$ cat config.mk
export PLATFORM = sky130hd
export DESIGN_NAME = rx_frame_buf
export DESIGN_NICKNAME = d
export VERILOG_FILES = /design/src/rtl/rx_frame_buf.sv
export SDC_FILE = /design/constraint.sdc
export NUM_CORES = 1
export LEC_CHECK = 0
export ABC_AREA = 1
export CORE_AREA = 4 4 75 77
export CTS_BUF_LIST = sky130_fd_sc_hd__clkbuf_16
export DETAILED_ROUTE_END_ITERATION = 7
export DIE_AREA = 0 0 79 81
export PLACE_DENSITY = 0.79
export SLEW_MARGIN = 0
export SYNTH_ARGS = -nofsm -noshare
export SYNTH_HDL_FRONTEND = slang
export SYNTH_SLANG_ARGS = --single-unit
$ cat constraint.sdc
create_clock -name clk -period 7.5 [get_ports clk]
set_input_delay 0.75 -clock clk [delete_from_list [all_inputs] [get_ports clk]]
set_output_delay 0.75 -clock clk [all_outputs]
set_load 0.01 [all_outputs]
$ cat src/rtl/rx_frame_buf.sv
// SPI-style frame receiver: assembles NUM_FIELDS lanes per frame into a DEPTH-entry FIFO.
// Optional feature macro: RX_PARITY_EN (adds a trailing XOR parity lane per frame).
module rx_frame_buf #(
   parameter int LANE_W     = 4,
   parameter int NUM_FIELDS = 5,
   parameter int DEPTH      = 2
) (
   input  logic                         clk,
   input  logic                         rst_n,
   input  logic                         spi_clk,
   input  logic                         spi_w,
   input  logic [LANE_W-1:0]            mosi,
   input  logic                         frame_ready,
   input  logic                         ovf_clr,
   output logic                         frame_valid,
   output logic [NUM_FIELDS*LANE_W-1:0] frame_data,
   output logic [$clog2(DEPTH+1)-1:0]   fifo_count,
   output logic                         overflow,
   output logic                         parity_err
);

`ifdef RX_PARITY_EN
   localparam int F = NUM_FIELDS + 1;
`else
   localparam int F = NUM_FIELDS;
`endif
   localparam int CNT_W = $clog2(F);
   localparam int PTR_W = (DEPTH > 1) ? $clog2(DEPTH) : 1;
   localparam int CW    = $clog2(DEPTH + 1);
   localparam int FW    = NUM_FIELDS * LANE_W;
   localparam logic [CW-1:0]    DEPTH_C = CW'(DEPTH);
   localparam logic [CNT_W-1:0] LAST_C  = CNT_W'(F - 1);

   logic              spi_clk_prev;
   logic              rise, sample, complete, frame_ok;
   logic              push_req, push, pop, ovf_set;
   logic [CNT_W-1:0]  fcnt;
   logic [LANE_W-1:0] fields [NUM_FIELDS];
   logic [FW-1:0]     frame_new;
   logic [FW-1:0]     mem [DEPTH];
   logic [PTR_W-1:0]  wr_ptr, rd_ptr;

   function automatic logic [PTR_W-1:0] ptr_next(input logic [PTR_W-1:0] p);
      return (p == PTR_W'(DEPTH - 1)) ? '0 : p + 1'b1;
   endfunction

   assign rise     = spi_clk & ~spi_clk_prev;
   assign sample   = rise & spi_w;
   assign complete = sample && (fcnt == LAST_C);

   // Field 0 lands in the MSBs; without parity the final field bypasses the assembly register.
   always_comb begin
      frame_new = '0;
      for (int unsigned i = 0; i < NUM_FIELDS; i++)
         frame_new[(NUM_FIELDS-1-i)*LANE_W +: LANE_W] = fields[i];
`ifndef RX_PARITY_EN
      frame_new[LANE_W-1:0] = mosi;
`endif
   end

`ifdef RX_PARITY_EN
   logic [LANE_W-1:0] par;
   always_comb begin
      par = '0;
      for (int unsigned i = 0; i < NUM_FIELDS; i++)
         par = par ^ fields[i];
      frame_ok = (par == mosi);
   end
`else
   assign frame_ok = 1'b1;
`endif

   assign push_req    = complete & frame_ok;
   assign frame_valid = (fifo_count != '0);
   assign pop         = frame_valid & frame_ready;
   assign push        = push_req & ((fifo_count != DEPTH_C) | pop);
   assign ovf_set     = push_req & ~push;
   assign frame_data  = mem[rd_ptr];

   always_ff @(posedge clk) begin
      if (!rst_n) begin
         spi_clk_prev <= 1'b0;
         fcnt         <= '0;
         for (int unsigned i = 0; i < NUM_FIELDS; i++)
            fields[i] <= '0;
      end else begin
         spi_clk_prev <= spi_clk;
         if (!spi_w)
            fcnt <= '0;
         else if (rise)
            fcnt <= (fcnt == LAST_C) ? '0 : fcnt + 1'b1;
         for (int unsigned i = 0; i < NUM_FIELDS; i++)
            if (sample && fcnt == CNT_W'(i))
               fields[i] <= mosi;
      end
   end

   always_ff @(posedge clk) begin
      if (!rst_n) begin
         for (int unsigned i = 0; i < DEPTH; i++)
            mem[i] <= '0;
         wr_ptr     <= '0;
         rd_ptr     <= '0;
         fifo_count <= '0;
         overflow   <= 1'b0;
      end else begin
         if (push) begin
            mem[wr_ptr] <= frame_new;
            wr_ptr      <= ptr_next(wr_ptr);
         end
         if (pop)
            rd_ptr <= ptr_next(rd_ptr);
         case ({push, pop})
            2'b10:   fifo_count <= fifo_count + 1'b1;
            2'b01:   fifo_count <= fifo_count - 1'b1;
            default: fifo_count <= fifo_count;
         endcase
         if (ovf_set)
            overflow <= 1'b1;
         else if (ovf_clr)
            overflow <= 1'b0;
      end
   end

`ifdef RX_PARITY_EN
   always_ff @(posedge clk) begin
      if (!rst_n)
         parity_err <= 1'b0;
      else if (complete && !frame_ok)
         parity_err <= 1'b1;
      else if (ovf_clr)
         parity_err <= 1'b0;
   end
`else
   assign parity_err = 1'b0;
`endif

endmodule

**Word-level counts from Yosys, hierarchy flattened**

Memories as Yosys holds them, arrays and structs flattened. A register that Yosys moved wholly into a read port is not among the register bits.
Cells that the tools add are included.

- $add $sub $neg: 5
- Eq/ne operators: 7
- Mux-type cells: 35
- Bitwise operators: 13
- Reductions and logical operators: 11

Operators with widths:

| operator | number |
|---|---|
| $mux W1 | 27 |
| $mux W20 | 1 |
| $mux W4 | 5 |
| $reduce_or A20 Y1 | 1 |
| $eq A3 B2 Y1 const B | 2 |
| $or A1 B1 Y1 | 6 |
| $reduce_bool A2 Y1 | 3 |
| $and A1 B1 Y1 | 5 |
| $logic_and A1 B1 Y1 | 5 |
| $pmux W2 S2 | 1 |
| $add A3 B1 Y3 const B | 1 |
| $eq A3 B1 Y1 const B | 1 |
| $eq A3 B3 Y1 const B | 1 |
| $logic_not A3 Y1 | 1 |
| $mux W3 | 1 |
| $add A1 B1 Y1 const B | 2 |
| $add A2 B1 Y2 const B | 1 |
| $eq A2 B1 Y1 const B | 1 |
| $eq A2 B2 Y1 const B | 1 |
| $ne A2 B2 Y1 const B | 1 |
| $not A1 Y1 | 2 |
| $reduce_and A2 Y1 | 1 |
| $sub A2 B1 Y2 const B | 1 |

- Register bits: 9
- Memory bits (writable): 60
- Bits of input ports: 10
- Output and inout port bits: 25
- Logic and storage cells: 79
- Memories kept: 2

Memories:

| memory | depth | width | read ports | clocked after memory_dff | write ports | line | text |
|---|---|---|---|---|---|---|---|
| mem | 2 | 20 | 1 | 1 | 2 | 40 | `logic [FW-1:0] mem [DEPTH];` |
| fields | 5 | 4 | 4 | 0 | 5 | 38 | `logic [LANE_W-1:0] fields [NUM_FIELDS];` |

**Longest topological paths before layout**

- Word-level depth: 10
- Mapped depth: 11

**Worst setup path before layout**

No wires, ideal clock.

- Kind: input port to flip-flop
- Start point: in spi_w
- End point: mem mem[0][0] in the netlist's numbering, enable pin
- Setup time: 0.425 ns
- Arrival: 2.501 ns
- Setup slack: 4.575 ns
- Cell stages on the path: 4
- Cells stage by stage: nand3_4 -> nor2_4 -> nand2_2 -> o21ai_0

RTL lines:

| what | line | text |
|---|---|---|
| from (decl) | 11 | `input logic spi_w,` |
| to (decl) | 40 |  |

==> results.txt <==
The tools report the register-to-register setup slack as 4550 ps. The most used flip-flop cell after synthesis is sky130_fd_sc_hd__edfxtp_1. The flow ran to the end, and the final reports show no timing, DRC or antenna violations. The endpoint kind of the worst setup timing path is a flop.

For this run, the post-layout net count is 286. Die area: 6399 um^2. At the end of routability-driven placement, the weighted congestion stood at 0.8052. Count of buffer and inverter cells on the critical path: 1. For the final database, setup skew stands at 5.124 ps. Along the worst path, the maximum fanout reaches 21. For the summed negative setup slack over all endpoints, the log shows 0 ps.

For this design, the slowest cell found on the critical path is sky130_fd_sc_hd__nand2_1. The count of pins over their slew limit was 0; the worst setup slack before clock tree synthesis was 3624 ps. For the number of global-route vias before repair, the log shows 1724. The min-delay analysis places its worst path in the category flop to flop.

For the worst setup path, the data arrival time is 3420 ps. Number of library cell types mapped by synthesis: 22. The worst register-to-register path begins at fcnt[0]$_SDFFE_PN0N_. Before antenna repair, the detailed router went through 4 iterations.

The most frequently used cell type in the post-synthesis netlist is sky130_fd_sc_hd__edfxtp_1. The clock network burns 43.7% of the power. For the reported net switching power, the log shows 0.1629 mW.

Static timing analysis puts the maximum clock frequency at 287.5 MHz. The worst pin sits at a relative slew slack of 41.13%. For this design the top-level I/O count stands at 35. Entering global routing, the biggest net connects 22 pins.

Die outline height: 81 um. The type of element launching the critical path is an input port. The buffer type at the clock tree root was sky130_fd_sc_hd__clkbuf_16. Setup repair after global routing left no endpoint under its margin. The top cell type by area accounts for 58.64% of the synthesized area.

With fillers left out, the area of the finished cells amounts to 3486 um^2. Clock tree synthesis found a total of 66 sinks. After clock tree synthesis, the clock-pin slew on the worst setup and hold paths is 50 ps. The placeable core area was 5010 um^2. The number of antenna violations at the first check in global routing is 0. The startpoint identified for the worst hold timing path is rd_ptr$_SDFFE_PN0P_. The final worst setup slack came out at 4022 ps.

Detailed-route wire length per cell: 13.61 um. The logs give 9 for the total CTS buffers and 0 for the number of warnings printed during yosys synthesis. The transition time of the tightest slew-check pin came out at 880.8 ps.

The hold path depth works out to 1. Clock latency on the worst-skew pair, taken at its later pin, is 320 ps. VDD sags by at most 0.0001196 V.

Global routing consumed, on the met1 layer, 17.59% of the routing resources. The async set or reset register ratio after synthesis was 0%; the site row count was 26. The count of buffers added on input and output ports is 33. The fraction of final layout cells with drive strength greater than 1 was 20.36%; the buffer depth of the longest clock path was 2. The static leakage is 1.364 nW, and the number of storage elements in the synthesis netlist is 66. Setup violations remaining at the end of the flow were counted as 0. The placed instance area is 3232 um^2. The run gives 345 as the final cell count without fillers. TritonCTS built the clock tree. The tools report the number of buffers added for setup after CTS as 0. Net count after synthesis: 250. After synthesis, the cell types taking the most area are sky130_fd_sc_hd__edfxtp_1, sky130_fd_sc_hd__mux2_2, sky130_fd_sc_hd__dfxtp_1.

Per report_power, the sequential group accounts for 51.4% of the total. The logs give 28.87% for the met2 track demand over resource and 0 for the hold violation count in the final report. After synthesis, the most frequently instantiated cells are sky130_fd_sc_hd__edfxtp_1, sky130_fd_sc_hd__inv_1, sky130_fd_sc_hd__nor2_1. Sequential share of the synthesized area: 65.62%. met2 is the most crowded layer. The number of vias per cell is 4.962. Combinational logic burns 4.9% of the power.

The depth of the most critical reg-to-reg path works out to 6. The horizontal die dimension is 79 um, and the share of the cycle needed by the critical path after routing is 46.37%. Counting flops with a built-in enable in the synthesized netlist gives 56.

Traced cell by cell, the critical path runs through clkdlybuf4s50_1 -> nand4_1 -> nand2_1. Counting tap cells, the placed design contains a total of 329 instances. After detailed routing, the number of remaining DRC violations is 0. In this design, the largest share of critical-path delay is due to simple AND/OR/NAND/NOR gates. The routed design could run at a clock period as short as 3478 ps.

The max capacitance violation total was 0; the delay contributed by the slowest stage of the critical path was 990 ps. The H-tree was split into 3 levels. Capture instance of the worst register-to-register path: mem[1][10]$_SDFFCE_PN0P_.

Net switching is 20.22% of the power. The tools report the overall global routing resource usage as 16.38%. For this block, the initial DRC count from the detailed router was 60. The overflow left after global routing is 0. The power per cell area was 231.1 nW/um^2; the antenna violation net count after detailed routing was 0.

At the worst endpoint, the required time is 7440 ps. Wires add up to 4696 um. In this run the cell area of the synthesized design comes to 2868 um^2. The critical path is of the input port to flop type.

The internal portion of the total power is 0.6427 mW. For the global-route wire length before repair, the log shows 7645 um. The logs give 0 for the antenna diode instance count and 1712 for the vias after detailed routing. Across all hold checks on the routed design, the worst slack comes to 454.5 ps. In the synthesized netlist, the number of instances is 234. For this configuration, the core starts out at a cell density of 57.24%. Library cell with the largest summed area after synthesis: sky130_fd_sc_hd__edfxtp_1.

Post-CTS repair changed the size of 0 cells. After clock tree synthesis, the flow added hold-fix buffers numbering 0. For the HPWL reported at the end of detailed placement, the log shows 3092 um. Dividing the synthesized area by the synthesized cell count gives 12.26 um^2. The met3 demand-to-capacity share in global routing was 5.211%. The area growth from synthesis to layout is 21.55%.
[sequential cells by signal, indices dropped and copies added (netlist names), named ones only]
signal        cells
overflow          1
mem              40
fifo_count        2
rd_ptr            1
wr_ptr            1
fields           16
spi_clk_prev      1
fcnt              3
[worst max-delay path by stage]
stage,endpoint,depth (start not counted),slack (ps),startpoint
2_1_floorplan,mem[0][0]$_SDFFCE_PN0P_,4,4570,spi_w
3_3_place_gp,mem[1][8]$_SDFFCE_PN0P_,3,3810,rst_n
3_5_place_dp,mem[1][8]$_SDFFCE_PN0P_,3,3620,rst_n
4_1_cts,mem[1][10]$_SDFFCE_PN0P_,3,3970,rst_n
5_1_grt,mem[1][10]$_SDFFCE_PN0P_,3,3770,rst_n
6_report,mem[1][10]$_SDFFCE_PN0P_,3,4020,rst_n
[per-layer routing]
layer / part of all wire [%] / vias up
met1: 41 / 806
met3: 6.3 / 9
met4: 2.3 / 0
met5: 0 / -
li1: - / 850
met2: 51 / 47
[power by group through the flow]
stage / Clock (mW) / Combinational, mW / Sequential (mW)
after detailed placement: 0 / 0.0397 / 0.421
final: 0.352 / 0.0395 / 0.414
after floorplan: 0 / 0.0221 / 0.420
after global placement: 0 / 0.0385 / 0.420
after global routing: 0.376 / 0.0436 / 0.415
after CTS: 0.359 / 0.0400 / 0.414
[per-stage QoR]
| stage | power (mW) | utilization (%) |
|---|---|---|
| detailed placement | 0.4608 | 64.51 |
| finish | 0.8056 | 69.58 |
| global route | 0.8342 | 69.58 |
| global placement | 0.4590 | 64.51 |
| floorplan | 0.4419 | - |
| CTS | 0.8134 | 69.58 |
[final cells by class]
| type | instances | area (um^2) |
|---|---|---|
| Timing Repair Buffer | 34 | 337.8 |
| Sequential cell | 66 | 1882 |
| Tap cell | 70 | 87.58 |
| Inverter | 34 | 127.6 |
| Fill cell | 376 | 1524 |
| Clock buffer | 9 | 225.2 |
| Multi-Input combinational cell | 125 | 797.0 |
| Clock inverter | 7 | 28.78 |
[cell families after synthesis]
family                     count (synthesis)  synth area share, %
AOI/OAI and AO/OA                         19                3.447
DFF                                       66                65.62
and+or+nand+nor                           79                13.74
muxes                                     20                7.854
other                                      1               0.1308
adders and majority gates                  6                2.618
buffers and inverters                     43                6.588
[cells in the final DEF, fill, tap and decap left out, types with 2 or more instances in the layout]
cell,count
sky130_fd_sc_hd__edfxtp_1,56
sky130_fd_sc_hd__inv_1,36
sky130_fd_sc_hd__clkdlybuf4s50_1,33
sky130_fd_sc_hd__nor2_1,32
sky130_fd_sc_hd__mux2_2,20
sky130_fd_sc_hd__nor2_2,18
sky130_fd_sc_hd__nand2_1,15
sky130_fd_sc_hd__dfxtp_1,10
sky130_fd_sc_hd__o21ai_0,9
sky130_fd_sc_hd__clkbuf_16,9
sky130_fd_sc_hd__a21oi_1,7
sky130_fd_sc_hd__nand3_1,7
sky130_fd_sc_hd__ha_1,6
sky130_fd_sc_hd__nor2_4,3
sky130_fd_sc_hd__clkinv_1,3
sky130_fd_sc_hd__nand2_2,2
sky130_fd_sc_hd__clkinv_2,2
Power figures use the tool's default switching activity.
